==> src/rtl/io_button_ctrl.sv <==
// Button/switch front-end: per-channel synchronizer, debounce FSM, press/release/long pulses,
// sticky press events with write-one-to-clear and a maskable interrupt.
module io_button_ctrl #(
    parameter int unsigned    SW     = 1,
    parameter logic           DS     = 1'b0,
    parameter int unsigned    DCW    = 16,
    parameter logic [DCW-1:0] DB_CYC = DCW'(50000),
    parameter int unsigned    HCW    = 24,
    parameter logic [HCW-1:0] LP_CYC = HCW'(0)
) (
    input  logic          clk,
    input  logic          rst_n,
    input  logic [SW-1:0] io_i,
    input  logic [SW-1:0] irq_en_i,
    input  logic [SW-1:0] evt_clr_i,
    output logic [SW-1:0] state_o,
    output logic [SW-1:0] press_o,
    output logic [SW-1:0] release_o,
    output logic [SW-1:0] long_o,
    output logic [SW-1:0] evt_o,
    output logic          irq_o
);

    localparam logic [DCW-1:0] DB_LAST = DB_CYC - DCW'(1);
    localparam logic [HCW-1:0] LP_LAST = LP_CYC - HCW'(1);

    typedef enum logic [1:0] {
        IDLE   = 2'd0,
        PRS_DB = 2'd1,
        HELD   = 2'd2,
        REL_DB = 2'd3
    } state_e;

    logic [SW-1:0]  sync1_q, sync1_d;
    logic [SW-1:0]  sync2_q, sync2_d;
    logic [SW-1:0]  act;

    state_e         state_q [SW];
    state_e         state_d [SW];
    logic [DCW-1:0] dcnt_q  [SW];
    logic [DCW-1:0] dcnt_d  [SW];
    logic [HCW-1:0] hcnt_q  [SW];
    logic [HCW-1:0] hcnt_d  [SW];

    logic [SW-1:0]  held_q, held_d;
    logic [SW-1:0]  press_q, press_d;
    logic [SW-1:0]  release_q, release_d;
    logic [SW-1:0]  long_q, long_d;
    logic [SW-1:0]  evt_q, evt_d;
    logic           irq_q, irq_d;

    // Two-flop synchronizer; act is the polarity-normalised pin level.
    always_comb begin
        sync1_d = io_i;
        sync2_d = sync1_q;
    end

    assign act = sync2_q ^ {SW{DS}};

    // Per-channel debounce FSM and hold counter.
    always_comb begin
        for (int n = 0; n < SW; n++) begin
            state_d[n]   = state_q[n];
            dcnt_d[n]    = dcnt_q[n];
            hcnt_d[n]    = hcnt_q[n];
            press_d[n]   = 1'b0;
            release_d[n] = 1'b0;
            long_d[n]    = 1'b0;

            case (state_q[n])
                IDLE: begin
                    if (act[n]) begin
                        state_d[n] = PRS_DB;
                        dcnt_d[n]  = '0;
                    end
                end
                PRS_DB: begin
                    if (!act[n]) begin
                        state_d[n] = IDLE;
                    end else if (dcnt_q[n] == DB_LAST) begin
                        state_d[n] = HELD;
                        press_d[n] = 1'b1;
                        hcnt_d[n]  = '0;
                    end else begin
                        dcnt_d[n] = dcnt_q[n] + DCW'(1);
                    end
                end
                HELD: begin
                    if (!act[n]) begin
                        state_d[n] = REL_DB;
                        dcnt_d[n]  = '0;
                    end
                end
                REL_DB: begin
                    if (act[n]) begin
                        state_d[n] = HELD;
                    end else if (dcnt_q[n] == DB_LAST) begin
                        state_d[n]   = IDLE;
                        release_d[n] = 1'b1;
                    end else begin
                        dcnt_d[n] = dcnt_q[n] + DCW'(1);
                    end
                end
                default: begin
                    state_d[n] = IDLE;
                end
            endcase

            // Hold time accrues while active; saturation makes long_o one-shot per press.
            if ((state_q[n] == HELD || state_q[n] == REL_DB) && state_d[n] != IDLE
                && hcnt_q[n] != LP_CYC) begin
                hcnt_d[n] = hcnt_q[n] + HCW'(1);
                long_d[n] = (hcnt_q[n] == LP_LAST);
            end

            held_d[n] = (state_d[n] == HELD) || (state_d[n] == REL_DB);
        end
    end

    // Set covers both the edge raising press_o and the cycle it is high, so an
    // overlapping clear never drops the event.
    always_comb begin
        evt_d = (evt_q & ~evt_clr_i) | press_d | press_q;
        irq_d = |(evt_q & irq_en_i);
    end

    always_ff @(posedge clk or negedge rst_n) begin
        if (!rst_n) begin
            sync1_q   <= {SW{DS}};
            sync2_q   <= {SW{DS}};
            held_q    <= '0;
            press_q   <= '0;
            release_q <= '0;
            long_q    <= '0;
            evt_q     <= '0;
            irq_q     <= 1'b0;
            for (int n = 0; n < SW; n++) begin
                state_q[n] <= IDLE;
                dcnt_q[n]  <= '0;
                hcnt_q[n]  <= '0;
            end
        end else begin
            sync1_q   <= sync1_d;
            sync2_q   <= sync2_d;
            held_q    <= held_d;
            press_q   <= press_d;
            release_q <= release_d;
            long_q    <= long_d;
            evt_q     <= evt_d;
            irq_q     <= irq_d;
            for (int n = 0; n < SW; n++) begin
                state_q[n] <= state_d[n];
                dcnt_q[n]  <= dcnt_d[n];
                hcnt_q[n]  <= hcnt_d[n];
            end
        end
    end

    assign state_o   = held_q;
    assign press_o   = press_q;
    assign release_o = release_q;
    assign long_o    = long_q;
    assign evt_o     = evt_q;
    assign irq_o     = irq_q;

endmodule

==> config.mk <==
export PLATFORM = sky130hd
export DESIGN_NAME = io_button_ctrl
export DESIGN_NICKNAME = d
export VERILOG_FILES = /design/src/rtl/io_button_ctrl.sv
export SDC_FILE = /design/constraint.sdc
export NUM_CORES = 1
export LEC_CHECK = 0
export BUFFER_PORTS_ARGS = -buffer_cell sky130_fd_sc_hd__buf_2
export CAP_MARGIN = 20
export CORE_ASPECT_RATIO = 0.6
export CORE_MARGIN = 1.5
export CORE_UTILIZATION = 45
export CTS_CLUSTER_SIZE = 24
export DETAILED_ROUTE_END_ITERATION = 7
export GPL_ROUTABILITY_DRIVEN = 0
export PLACE_DENSITY = 0.65
export REMOVE_ABC_BUFFERS = 1
export SLEW_MARGIN = 20
export SYNTH_ARGS = -nofsm -noshare
export SYNTH_HDL_FRONTEND = slang
export SYNTH_SLANG_ARGS = --single-unit
==> constraint.sdc <==
create_clock -name clk -period 2.73 [get_ports clk]
set_clock_uncertainty 0.1 [all_clocks]
set_input_delay 0.273 -clock clk [delete_from_list [all_inputs] [get_ports clk]]
set_output_delay 0.273 -clock clk [all_outputs]
set_load 0.01 [all_outputs]
==> impl_metrics.yaml <==
run_status:
  status: "completed"
power:
  leakage_nw: 1.34
  powerDensity_nw_per_um2: 453
  finalPower_mw: 1.32
  irDropWorstVdd_mv: 0.419
clocking:
  cts_made_buffers: 5
  clk_path_buf_depth: 2
  clkLatencyLatePin_ns: 0.31
  ctsHtreeMaxLevel: 2
  clk_pin_slew_ns: 0.09
  cts_tree: "built"
  root_buffer: "clkbuf_8"
  clock_sinks: 50
  post_cts_buffers: 0
grt:
  antenna_found_initial: 0
  grt_usage: 0.195
  globalRouteMet2Util: 0.201
  grt_max_degree: 27
  overflow: 0
  gr-max-usage-layer: "met1"
  use_met3: 0.0436
  grt_pass1_vias: 1789
  grt_pass1_wl_mm: 9.52
  use_met1: 0.364
critical_path:
  crit_required_ns: 2.83
  critical_path_class: "reg2reg"
  worstReg2RegStart: "dcnt_q[4]$_DFFE_PN0P_"
  start_kind: "register"
  r2r_end: "hcnt_q[3]$_DFFE_PN0P_"
  path_delay_family: "simple AND/OR/NAND/NOR gates"
  arrival_ns: 2.22
  cp-end-kind: "register"
  critical_path_buf_inv_count: 0
  cpPeakStageDelay_ns: 0.49
  reg2reg_setup_slack_ns: 0.61
  critPathSlowestCell: "nor3_1"
  cp_max_fo: 5
  cp_cell_sequence: "nor4b_1, nand4_1, nor3_1, o21ai_0, a22o_1"
  ff2ff_path_depth: 5
routing:
  drt_pass1_iterations: 4
  ant_nets: 0
  wire_per_inst_um: 15.3
  drtIter0Drc: 141
  vias: 2071
  wirelength_mm: 5.60
  route.detailed.drc: 0
  routed_via_density: 5.64
sta:
  fmax_mhz: 471
  worst_pin_slew_ns: 0.564
  finalHoldWorstSlack_ns: 0.0817
  hold_viol: 0
  min_period_ns: 2.12
  setup_ws_ns: 0.606
  finalMaxSlewViolations: 0
  relSlewSlack: 0.623
  post-route-period-util: 0.778
  setup_viol: 0
  rsz0062_at_grt: "no"
  finalSetupTns_ns: 0
layout:
  ff_latch_area_um2: 1250
  finalNetCount: 295
  stdcell_area_um2: 2920
  drive_gt1_frac: 0.111
  multiInputGateArea_um2: 1330
  antennaDiodeCount: 0
  stdcell_count: 367
  syn2layout_area_growth_pct: 9.68
  fillers: 519
  final_util: 0.517
synth:
  netlist_top_cells_area: "dfrtp_1 (47%), nand3_1 (4.7%), nand2_1 (4.5%), mux2i_1 (3.8%), nand4_1 (3.1%)"
  synth_edf_count: 0
  async_flop_share: 1.00
  ys_seq_elements: 50
  ys_types: 47
  synth_top_cell_by_area: "dfrtp_1"
  synth_most_common_cell: "dfrtp_1"
  synthCells: 273
  yosys_warnings: 0
  syn-cell-area_um2: 2660
  synth_common_cells: "dfrtp_1 (50), nand2_1 (32), nand3_1 (25), nor2_1 (18), nand4_1 (13)"
  synth_top_area_frac: 0.470
  seq_area_frac_synth: 0.470
  synth_area_per_cell_um2: 9.76
  ys.flop_type: "dfrtp_1"
place:
  dp_cells: 358
  hpwl_mm: 4.10
  placed_cell_area_um2: 2790
  pre_cts_ws_ns: 0.646
  place.port_buffers: 10
worst_hold_path:
  hold_class: "in2reg"
  hold_path.startpoint: "irq_en_i"
  holdPathStages: 2
  worstHoldEndpoint: "irq_o$_DFF_PN0_"
floorplan:
  initial_core_util: 0.472
  die_y_um: 62.6
  ios: 11
  die_w_um: 102
  rows: 21
  coreArea_um2: 5650
  die-area_um2: 6410
run:
  maxCapViolCount: 0
-- final cells by class --
cell class,count,area share
tap,80,0.0343
timing repair buffer,16,0.0343
sequential,50,0.428
inverter,9,0.0116
clock buffer,5,0.0236
clock inverter,2,0.0133
multi-input combinational,205,0.455
-- sequential cells by signal, indices dropped and copies added (netlist names) --
signal	count
irq_o	1
state_o	1
evt_o	1
press_o	1
long_o	1
act	1
state_q	2
release_o	1
sync1_q	1
hcnt_q	24
dcnt_q	16
-- cell families after synthesis --
kind of cell / after synthesis / share of synthesized area
AND/OR/NAND/NOR: 143 / 0.307
flip-flops: 50 / 0.470
AO/OA/AOI/OAI: 33 / 0.0827
buffers and inverters: 18 / 0.0315
XOR/XNOR: 15 / 0.0493
multiplexers: 11 / 0.0460
adder cells (fa/ha/maj): 3 / 0.0141
-- per-layer routing --
layer  vias to the layer above  routed length (um)  share of wire
li1                       1025                   -              -
met1                       989                3310           0.59
met2                        52                1920           0.34
met3                         5                 327          0.058
met4                         0                  46         0.0082
met5                         -                   0              0
-- report_power, final --
group          switching [mW]  internal (mW)
clock                   0.251          0.270
combinational          0.0283         0.0142
sequential             0.0132          0.748
-- worst max-delay path by stage --
| stage | startpoint | to | depth (start not counted) |
|---|---|---|---|
| 2_1_floorplan | dcnt_q[0]$_DFFE_PN0P_ | hcnt_q[13]$_DFFE_PN0P_ | 6 |
| 3_3_place_gp | dcnt_q[0]$_DFFE_PN0P_ | hcnt_q[18]$_DFFE_PN0P_ | 7 |
| 3_5_place_dp | dcnt_q[0]$_DFFE_PN0P_ | hcnt_q[15]$_DFFE_PN0P_ | 7 |
| 4_1_cts | dcnt_q[0]$_DFFE_PN0P_ | hcnt_q[5]$_DFFE_PN0P_ | 7 |
| 5_1_grt | dcnt_q[4]$_DFFE_PN0P_ | hcnt_q[3]$_DFFE_PN0P_ | 5 |
| 6_report | dcnt_q[4]$_DFFE_PN0P_ | hcnt_q[3]$_DFFE_PN0P_ | 5 |
-- repair_timing --
action,in CTS,in global routing
gates resized for setup,0,0
endpoints found under the hold margin,26,0
hold buffers,2,0
-- placed cells by master (no fill, tap or decap), types with 5 or more instances in the layout --
cell / count
clkbuf_8: 5
o211ai_1: 6
nand2_1: 32
nor2_1: 18
dfrtp_1: 50
nor4_1: 7
buf_2: 10
o21ai_0: 8
inv_1: 8
nor3_1: 8
xor2_1: 9
nand3_1: 25
xnor2_1: 6
nand4_1: 13
mux2i_1: 10
and3_1: 12
No activity file was read; power rests on OpenSTA's default activity.
